$ cat src/rtl/uart_rx.sv
// Oversampling UART receiver: 2-flop rx synchronizer, mid-bit sampling, LSB first.
// Define UART_RX_PARITY_EN to add an even-parity bit between data and stop.
module uart_rx #(
  parameter int OVERSAMPLE = 16,
  parameter int DATA_BITS  = 8
) (
  input  logic                 clk,
  input  logic                 rst,
  input  logic                 os_tick,
  input  logic                 rx,
  output logic [DATA_BITS-1:0] data_out,
  output logic                 valid,
  output logic                 frame_err,
  output logic                 busy,
  output logic                 parity_err
);

  localparam int CW = (OVERSAMPLE > 1) ? $clog2(OVERSAMPLE) : 1;
  localparam int BW = $clog2(DATA_BITS + 1);
  localparam logic [CW-1:0] MID  = CW'(OVERSAMPLE / 2 - 1);
  localparam logic [CW-1:0] LAST = CW'(OVERSAMPLE - 1);
  localparam logic [BW-1:0] LAST_BIT = BW'(DATA_BITS - 1);

  typedef enum logic [2:0] {
    IDLE,
    START,
    DATA,
`ifdef UART_RX_PARITY_EN
    PARITY,
`endif
    STOP
  } state_t;

  state_t               state_q, state_d;
  logic [CW-1:0]        cnt_q, cnt_d, cnt_nxt;
  logic [BW-1:0]        bit_q, bit_d;
  logic [DATA_BITS-1:0] shift_q, shift_d;
  logic [DATA_BITS-1:0] data_q, data_d;
  logic                 rx_meta_q, rx_meta_d;
  logic                 rx_s_q, rx_s_d;
  logic                 valid_q, valid_d;
  logic                 ferr_q, ferr_d;
  logic                 busy_q, busy_d;
`ifdef UART_RX_PARITY_EN
  logic                 par_bad_q, par_bad_d;
  logic                 perr_q, perr_d;
`endif

  assign cnt_nxt = (cnt_q == LAST) ? '0 : cnt_q + CW'(1);

  always_comb begin
    state_d   = state_q;
    cnt_d     = cnt_q;
    bit_d     = bit_q;
    shift_d   = shift_q;
    data_d    = data_q;
    rx_meta_d = rx;
    rx_s_d    = rx_meta_q;
    valid_d   = 1'b0;
    ferr_d    = 1'b0;
`ifdef UART_RX_PARITY_EN
    par_bad_d = par_bad_q;
    perr_d    = 1'b0;
`endif
    case (state_q)
      IDLE: begin
        if (!rx_s_q) begin
          state_d = START;
          cnt_d   = '0;
        end
      end
      START: begin
        if (os_tick) begin
          if (cnt_q == MID) begin
            cnt_d   = '0;
            bit_d   = '0;
            state_d = rx_s_q ? IDLE : DATA;
          end else begin
            cnt_d = cnt_nxt;
          end
        end
      end
      DATA: begin
        if (os_tick) begin
          cnt_d = cnt_nxt;
          if (cnt_q == LAST) begin
            shift_d = {rx_s_q, shift_q[DATA_BITS-1:1]};
            bit_d   = bit_q + BW'(1);
            if (bit_q == LAST_BIT) begin
`ifdef UART_RX_PARITY_EN
              state_d = PARITY;
`else
              state_d = STOP;
`endif
            end
          end
        end
      end
`ifdef UART_RX_PARITY_EN
      PARITY: begin
        if (os_tick) begin
          cnt_d = cnt_nxt;
          if (cnt_q == LAST) begin
            par_bad_d = ^{shift_q, rx_s_q};
            state_d   = STOP;
          end
        end
      end
`endif
      STOP: begin
        if (os_tick) begin
          cnt_d = cnt_nxt;
          if (cnt_q == LAST) begin
            data_d  = shift_q;
            valid_d = rx_s_q;
            ferr_d  = !rx_s_q;
`ifdef UART_RX_PARITY_EN
            perr_d  = par_bad_q;
`endif
            state_d = IDLE;
          end
        end
      end
      default: state_d = IDLE;
    endcase
    busy_d = (state_d != IDLE);
  end

  always_ff @(posedge clk or posedge rst) begin
    if (rst) begin
      state_q   <= IDLE;
      cnt_q     <= '0;
      bit_q     <= '0;
      shift_q   <= '0;
      data_q    <= '0;
      rx_meta_q <= 1'b1;
      rx_s_q    <= 1'b1;
      valid_q   <= 1'b0;
      ferr_q    <= 1'b0;
      busy_q    <= 1'b0;
`ifdef UART_RX_PARITY_EN
      par_bad_q <= 1'b0;
      perr_q    <= 1'b0;
`endif
    end else begin
      state_q   <= state_d;
      cnt_q     <= cnt_d;
      bit_q     <= bit_d;
      shift_q   <= shift_d;
      data_q    <= data_d;
      rx_meta_q <= rx_meta_d;
      rx_s_q    <= rx_s_d;
      valid_q   <= valid_d;
      ferr_q    <= ferr_d;
      busy_q    <= busy_d;
`ifdef UART_RX_PARITY_EN
      par_bad_q <= par_bad_d;
      perr_q    <= perr_d;
`endif
    end
  end

  assign data_out  = data_q;
  assign valid     = valid_q;
  assign frame_err = ferr_q;
  assign busy      = busy_q;
`ifdef UART_RX_PARITY_EN
  assign parity_err = perr_q;
`else
  assign parity_err = 1'b0;
`endif

endmodule

$ cat config.mk
export PLATFORM = sky130hd
export DESIGN_NAME = uart_rx
export DESIGN_NICKNAME = d
export VERILOG_FILES = /design/src/rtl/uart_rx.sv
export SDC_FILE = /design/constraint.sdc
export NUM_CORES = 1
export LEC_CHECK = 0
export BUFFER_PORTS_ARGS = -buffer_cell sky130_fd_sc_hd__buf_2
export CORE_UTILIZATION = 45
export DETAILED_ROUTE_END_ITERATION = 8
export GPL_TIMING_DRIVEN = 0
export MAX_ROUTING_LAYER = met4
export SYNTH_ARGS = -nofsm -noshare
export SYNTH_HDL_FRONTEND = slang
export SYNTH_SLANG_ARGS = --single-unit
$ cat constraint.sdc
create_clock -name clk -period 2.5 [get_ports clk]
set_clock_uncertainty 0.2 [all_clocks]
set_input_delay 0.375 -clock clk [delete_from_list [all_inputs] [get_ports clk]]
set_output_delay 0.375 -clock clk [all_outputs]
set_load 0.02 [all_outputs]
# Word level (Yosys, flattened, before mapping)
# Index checks and enable logic that the tools add are counted.
dict set report totals {
  reg_bits 32
  latch_bits 0
  mem_bits_rw 0
  romBits 0
  inputBits 4
  word_cells 61
  n_memories 0
}
dict set report op_classes {
  addsub 2
  n_mul 0
  div_mod_pow 0
  order_cmp 0
  n_eq_ne 12
  shift 0
  mux 27
  bitwise_logic 0
  n_reduce_logical 10
}
# operator count
set op_table {}
lappend op_table {{4-bit two-way mux} 9}
lappend op_table {{3-bit two-way mux} 8}
lappend op_table {{3-bit case mux with 4 select lines} 1}
lappend op_table {{4-bit case mux with 3 select lines} 1}
lappend op_table {{2-bit inequality test (second input constant)} 5}
lappend op_table {{4-bit by 1-bit adder with 4-bit output (second input constant)} 2}
lappend op_table {{4-bit by 3-bit equality test with 1-bit output (second input constant)} 2}
lappend op_table {{4-bit case mux with 2 select lines} 1}
lappend op_table {{3-bit by 2-bit equality test with 1-bit output (second input constant)} 2}
lappend op_table {{1-bit two-way mux} 6}
lappend op_table {{3-bit AND reduction} 2}
lappend op_table {{3-bit nonzero test} 2}
lappend op_table {{5-bit AND reduction} 1}
lappend op_table {{4-bit equality test (second input constant)} 1}
lappend op_table {{4-bit AND reduction} 1}
lappend op_table {{3-bit by 1-bit equality test with 1-bit output (second input constant)} 1}
lappend op_table {{3-bit logical NOT} 1}
lappend op_table {{2-bit two-way mux} 1}
lappend op_table {{2-bit by 1-bit inequality test with 1-bit output (second input constant)} 1}
lappend op_table {{2-bit nonzero test} 1}
lappend op_table {{2-bit OR reduction} 1}
lappend op_table {{1-bit logical NOT} 1}

# Depth between registers and ports, before layout
# Gate-level depths: netlist (run 1).
dict set report logic_depth {
  word_depth 6
  depth_mapped 6
  depth_no_buf 5
}

# Worst setup path before layout (run 1)
# OpenSTA, ideal clock, no wires.
dict set report synth_path {
  path_type {register -> register}
  from {register cnt_q[0]}
  to {register bit_q[0]}
  arrival_time_ps 1489
  path_slack_ps 683
  stages_incl_launch_ff 6
  path_buffers 1
  synth_period_minus_slack_ps 1817
  path_cell_list {dfrtp_1 > ha_1 > and3_1 > buf_2 > nor3b_4 > mux2_1}
}
dict set report synth_via {
  elab_chain_len 3
  word_cells_on_any_way 5
  cone_classes {eq/ne (4); reduce/logical (1)}
}
# item line
set synth_lines {}
lappend synth_lines {{start: declaration} 35} ;# logic [CW-1:0] cnt_q, cnt_d, cnt_nxt;
lappend synth_lines {{start signal: assignment} 147} ;# cnt_q <= cnt_d;
lappend synth_lines {{4-bit by 3-bit equality test with 1-bit output / 4-bit equality test (equally long branches)} {74, 86}}
lappend synth_lines {{2-bit inequality test (no source line)} --}
lappend synth_lines {{5-bit AND reduction (no source line) *} --}
lappend synth_lines {{end signal: assignment} 148} ;# bit_q <= bit_d;
lappend synth_lines {{end: declaration} 36} ;# logic [BW-1:0] bit_q, bit_d;
# Every way passes the cells marked *; elsewhere a longest branch is shown, timed or not.
# A chain may end at the register's enable or synchronous reset.

# Worst setup path in the final report (run 1)
# Ends and elaborated chain as after synthesis.

==> results.md, run 1 <==
* Pre-CTS setup slack at 0.521 ns
* WL final at 2.44 mm
* Drt drc at 0
* Die Wd at 58.6 um
* Vias at 938
* Synth unique cells at 40
* TritonCTS Sinks at 32
* Share of layout cells above drive strength 1 at 38.7%
* Worst hold path type: register to register
* Detailed-route vias per instance at 5.04
* Fin crit share at 79.3%
* Placed wire-length estimate at 1.63 mm
* Async S/R FF share, synth at 100%
* Setup violations, final at 0
* # diodes at 0
* I/O Buffers at 14
* Fillers at 297
* Final instance area at 1690 um2
* WL/cell at 13.1 um
* Slew @ Worst Pin at 0.654 ns
* P per Cell Area at 608 nW/um2
* First-pass GRT wire length at 4.06 mm
* Crit Path Max Fanout at 7
* Row count at 20
* Core Area at 3050 um2
* DIE HEIGHT at 58.6 um
* Die area at 3440 um2
* Fmax at 0.504 GHz
* Most common cell in the netlist: dfrtp_1
* CTS tree: built
* Setup repair after global routing missed its margin: false
* Ys Warns at 0
* Seq cells post-synth at 32
* Synth Instances at 116
* Starting Density at 47.3%
* GR Overflow Total at 0
* Postcts setup bufs at 0
* CTS Buf Count at 5
* # Max-Cap Violations at 0
* Required @ worst endpoint at 2.53 ns
* Worst skew pair latency at 0.35 ns
* CTS HTree Levels at 2
* Drt first-iter violations at 14
* Gr usage total at 17.2%
* Peak supply drop at 0.000433 V
* Final Hold Vio Count at 0
* Initial antenna violation count at 0
* Number of iterations in the first detailed-routing pass at 4
* Most used DFF post-synth: dfrtp_1
* Total negative slack at 0 ns
* CTS Root Cell: clkbuf_4
* Seq/Total Area, Yosys at 55.7%
* Slew headroom at 56.3%
* CTS Buffer Depth at 2
* Synth top area cells: dfrtp_1, mux2_2, dfstp_2, o21ai_0, nor2_1
* Vias in the first global route at 898
* Crit start category: register
* Crit path kind: register to register
* Area leader, netlist: dfrtp_1
* Crit path DAT at 2.02 ns
* Worst Setup End Kind: register
* GPL Wtd Cong at 0.743
* Max-slew violation count at 0
* Worst-path clk slew at 0.12 ns
* Final WS setup at 0.516 ns
* LEAKAGE at 0.872 nW
* Share of the synthesized area in the top cell type at 52.0%
* Post-synth top cells: dfrtp_1, mux2_2, nor2_1
* Avg Inst Size Synth at 12.4 um2
* Final Total Pwr at 1.03 mW
* Area after DPL at 1570 um2
* DRT antenna net count at 0
* Area delta synth->final at 17.2%
* Fin crit period at 1.98 ns
* Io pins at 16
* Status: completed
* Largest net degree at the start of global routing at 33
* Mapped Area at 1440 um2
* Fin util at 55.4%
* Layout Nets at 147
* Number of flops mapped to enable cells by yosys at 0
placed cells by master, fill, tap and decap left out, types with 2 or more instances in the layout:
cell / n
mux2_2: 16
o21ai_0: 6
dlygate4sd3_1: 2
dfrtp_1: 30
and2_1: 2
buf_4: 3
a22o_1: 2
buf_2: 17
nand2_1: 2
nor2_1: 7
inv_1: 5
xor2_1: 2
ha_1: 2
clkbuf_4: 5
nand3_1: 4
nor3_1: 2
nor4_1: 2
conb_1: 2
o21ai_1: 2
a31oi_1: 2
dfstp_2: 2
cell type report:
| type | instances | area, um2 | share of cell area, % |
|---|---|---|---|
| repair buffers | 17 | 105 | 6.22 |
| plain buffers | 6 | 37.5 | 2.22 |
| clock buffers | 5 | 37.5 | 2.22 |
| flip-flops and latches | 32 | 803 | 47.5 |
| clock inverters | 3 | 46.3 | 2.74 |
| inverters | 5 | 18.8 | 1.11 |
| multi-input cells | 74 | 587 | 34.7 |
| well taps | 44 | 55.1 | 3.26 |
flip-flops by register name, summed over array words and instances, names as in the netlist:
name       count
shift_q        8
frame_err      1
bit_q          4
busy           1
valid          1
cnt_q          4
rx_meta_q      1
state_q        3
data_out       8
rx_s_q         1
worst paths after layout:
kind | cells past startpoint | slack [ns] | endpoint | start
setup / recovery | 5 | 0.52 | bit_q[0]$_DFFE_PP0P_ | cnt_q[0]$_DFFE_PP0P_
hold / removal | 0 | 0.18 | rx_s_q$_DFF_PP1_ | rx_meta_q$_DFF_PP1_
setup reg to reg | 5 | 0.52 | bit_q[0]$_DFFE_PP0P_ | cnt_q[0]$_DFFE_PP0P_
hold reg to reg | 0 | 0.18 | rx_s_q$_DFF_PP1_ | rx_meta_q$_DFF_PP1_
max in group asynchronous | 4 | 1.03 | rx_s_q$_DFF_PP1_ | rst
min in group asynchronous | 3 | 0.45 | data_out[1]$_DFFE_PP0P_ | rst
per-layer routing:
layer | share of wire [%] | routed length (um) | GRT usage [%]
met2 | 48 | 1170 | 26.8
met3 | 3.4 | 83 | 5.93
met5 | 0 | 0 | -
met4 | 2.3 | 56 | 9.18
met1 | 46 | 1130 | 19.5
through the flow:
step / hold slack, ns / cells
global placement: 0.147 / 175
finish: 0.176 / 186
detailed placement: 0.153 / 175
CTS: 0.164 / 184
global route: 0.185 / 186
floorplan: 0.145 / 117
cells by family after synthesis:
kind of cell / share of synthesized area (%)
AO/OA/AOI/OAI: 8.76
XOR/XNOR: 1.21
adder cells (fa/ha/maj): 1.73
buffers and inverters: 3.90
flip-flops: 55.7
multiplexers: 14.0
other: 0.260
AND/OR/NAND/NOR: 14.5
where the power goes:
group          switching [mW]  internal [mW]
Sequential             0.0121          0.531
Combinational          0.0411         0.0286
Clock                   0.201          0.214
Total                   0.255          0.774
timing repair:
action,in CTS,in global routing
hold buffers,1,1
endpoints found under the hold margin,1,15
gates resized for setup,0,0
worst max-delay path, cell delays in order, from the launching register on:
cell     delay (ns)
dfrtp_1        0.43
ha_1           0.31
and3_1         0.18
buf_2          0.18
nor3b_4        0.24
mux2_1         0.34
(Power assumes the default switching activity.)
==> inputs of run 2 (changes only) <==
==> constraint.sdc (replaced) <==
create_clock -name clk -period 1.9 [get_ports clk]
set_clock_uncertainty 0.2 [all_clocks]
set_input_delay 0.285 -clock clk [delete_from_list [all_inputs] [get_ports clk]]
set_output_delay 0.285 -clock clk [all_outputs]
set_load 0.02 [all_outputs]
==> run 2 against run 1 <==
  * Register-to-register slack lost 0.43 ns
  * Design area grew 2.1%
  * Die area is the same
  * Clock power grew 31%
  * Critical path type unchanged
  * Critical endpoint unchanged
==> results.md, run 2 (synthesis results as in run 1) <==
* Worst-path clk slew at 0.11 ns
* Sequential Area at 805 um2
* Crit path DAT at 1.85 ns
* R2R Setup Slk at 0.08 ns
* GPL Wtd Cong at 0.743
* Number of instances in the placed design at 175
* Die Wd at 58.6 um
* WL final at 2.52 mm
* Drt first-iter violations at 19
* Fin crit period at 1.82 ns
* Max-slew violation count at 0
* Post-Layout Cell Count at 188
* Crit path kind: register to register
* Placed wire-length estimate at 1.63 mm
* CTS Buffer Depth at 2
* Share of layout cells above drive strength 1 at 42.4%
* Cell family with most CP delay: flip-flops
* WL/cell at 13.4 um
* Status: completed
* Starting Density at 47.3%
* CTS tree: built
* Final Total Pwr at 1.37 mW
* RR Startpoint: cnt_q[0]$_DFFE_PP0P_
* Final instance area at 1730 um2
* Number of iterations in the first detailed-routing pass at 4
* Crit Path Max Fanout at 7
* Crit-path max cell delay at 0.41 ns
* Fmax at 0.550 GHz
* Vias at 949
* Setup violations, final at 0
* Area delta synth->final at 19.6%
* # diodes at 0
* LEAKAGE at 0.874 nW
* Worst skew pair latency at 0.35 ns
* Layout Nets at 149
* Die area at 3440 um2
* Required @ worst endpoint at 1.93 ns
* Peak supply drop at 0.000572 V
* Commonest non-fill, non-tap cell in the layout: dfrtp_1
* CTS Root Cell: clkbuf_4
* I/O Buffers at 14
* Most frequent cells in the layout: dfrtp_1, buf_2, mux2_2
* Crit start category: register
* CTS HTree Levels at 2
* Drt drc at 0
* CP Buf/Inv Count at 1
* Min-delay src: os_tick
* Stages on worst setup path at 5
* Fillers at 292
* Vias in the first global route at 906
* CTS Buf Count at 5
* CP startpoint: cnt_q[0]$_DFFE_PP0P_
* Reg2reg end: bit_q[0]$_DFFE_PP0P_
* Slowest CP cell: dfrtp_1
* Hold path depth at 3
* Area after DPL at 1570 um2
* Slew headroom at 56.2%
* Io pins at 16
* Detailed-route vias per instance at 5.05
* Final Hold Vio Count at 0
* First-pass GRT wire length at 4.09 mm
* Core Area at 3050 um2
* R2R cell count at 5
* Slew @ Worst Pin at 0.656 ns
* Worst setup endpoint: bit_q[0]$_DFFE_PP0P_
* # Max-Cap Violations at 0
* Gr usage total at 17.2%
* GR Overflow Total at 0
* Cell Chain, Critical Path: ha_4 -> and3_1 -> buf_2 -> nor3b_4 -> mux2_1
* DRT antenna net count at 0
* Largest net degree at the start of global routing at 33
* P per Cell Area at 792 nW/um2
* Multi-input gate area at 613 um2
* Initial antenna violation count at 0
* DIE HEIGHT at 58.6 um
* Row count at 20
* Worst Setup End Kind: register
* TritonCTS Sinks at 32
* Fin crit share at 95.6%
* Worst hold path type: input pin to register
[run 2: changes by cell type in the layout (fill, tap and decap cells not counted), sizes merged]
cell  previous run  this run
nor2             8         9
buf             21        22
[run 2: repair_timing]
item                                    in CTS  in global routing
setup buffers                                1                  0
endpoints found under the setup margin      10                  6
cloned                                       0                  1
hold buffers                                 1                  1
gates resized for setup                      2                  3
pin swaps                                    0                  0
endpoints found under the hold margin        1                 15
[run 2: tightest hold or removal path: cells and delay by family]
family,cells,cell delay [ns]
buffers and inverters,1,0.12
AND/OR/NAND/NOR,2,0.25
[run 2: layout make-up]
type	instances	area share [%]
sequential	32	46.6
multi-input combinational	75	35.5
timing repair buffer	18	6.53
tap	44	3.19
clock inverter	3	2.68
clock buffer	5	2.18
buffer	6	2.18
inverter	5	1.09
[run 2: worst min path at each step]
stage / to / slack, ns
after floorplan: rx_meta_q$_DFF_PP1_ / 0.09
after global placement: rx_s_q$_DFF_PP1_ / 0.15
after detailed placement: rx_s_q$_DFF_PP1_ / 0.15
after CTS: data_out[0]$_DFFE_PP0P_ / 0.07
after global routing: frame_err$_DFF_PP0_ / 0.15
final: frame_err$_DFF_PP0_ / 0.15
[run 2: metal layers]
layer | share of wire, % | GRT usage (%) | routed length [um] | up-vias
met3 | 3.3 | 5.93 | 82 | 6
met5 | 0 | - | 0 | -
li1 | - | - | - | 467
met2 | 47 | 26.8 | 1190 | 14
met4 | 2.2 | 9.18 | 56 | 0
met1 | 47 | 19.7 | 1200 | 462
[run 2: per-stage QoR]
step                      setup WS [ns]  util, %  setup TNS (ns)  hold slack [ns]
after floorplan                  0.0831        -               0           0.0895
after global placement          -0.0367     51.5         -0.0869            0.147
after detailed placement        -0.0789     51.5          -0.474            0.153
after CTS                        0.0421     55.2               0           0.0737
after global routing          -0.000986     56.5       -0.000986            0.148
final                            0.0827     56.5               0            0.153
[run 2: power by group]
group | internal (mW) | switching (mW) | leakage (nW) | total [mW]
combinational | 0.0468 | 0.0599 | 0.405 | 0.107
clock | 0.281 | 0.263 | 0.0418 | 0.544
sequential | 0.700 | 0.0167 | 0.427 | 0.717
total | 1.03 | 0.340 | 0.874 | 1.37
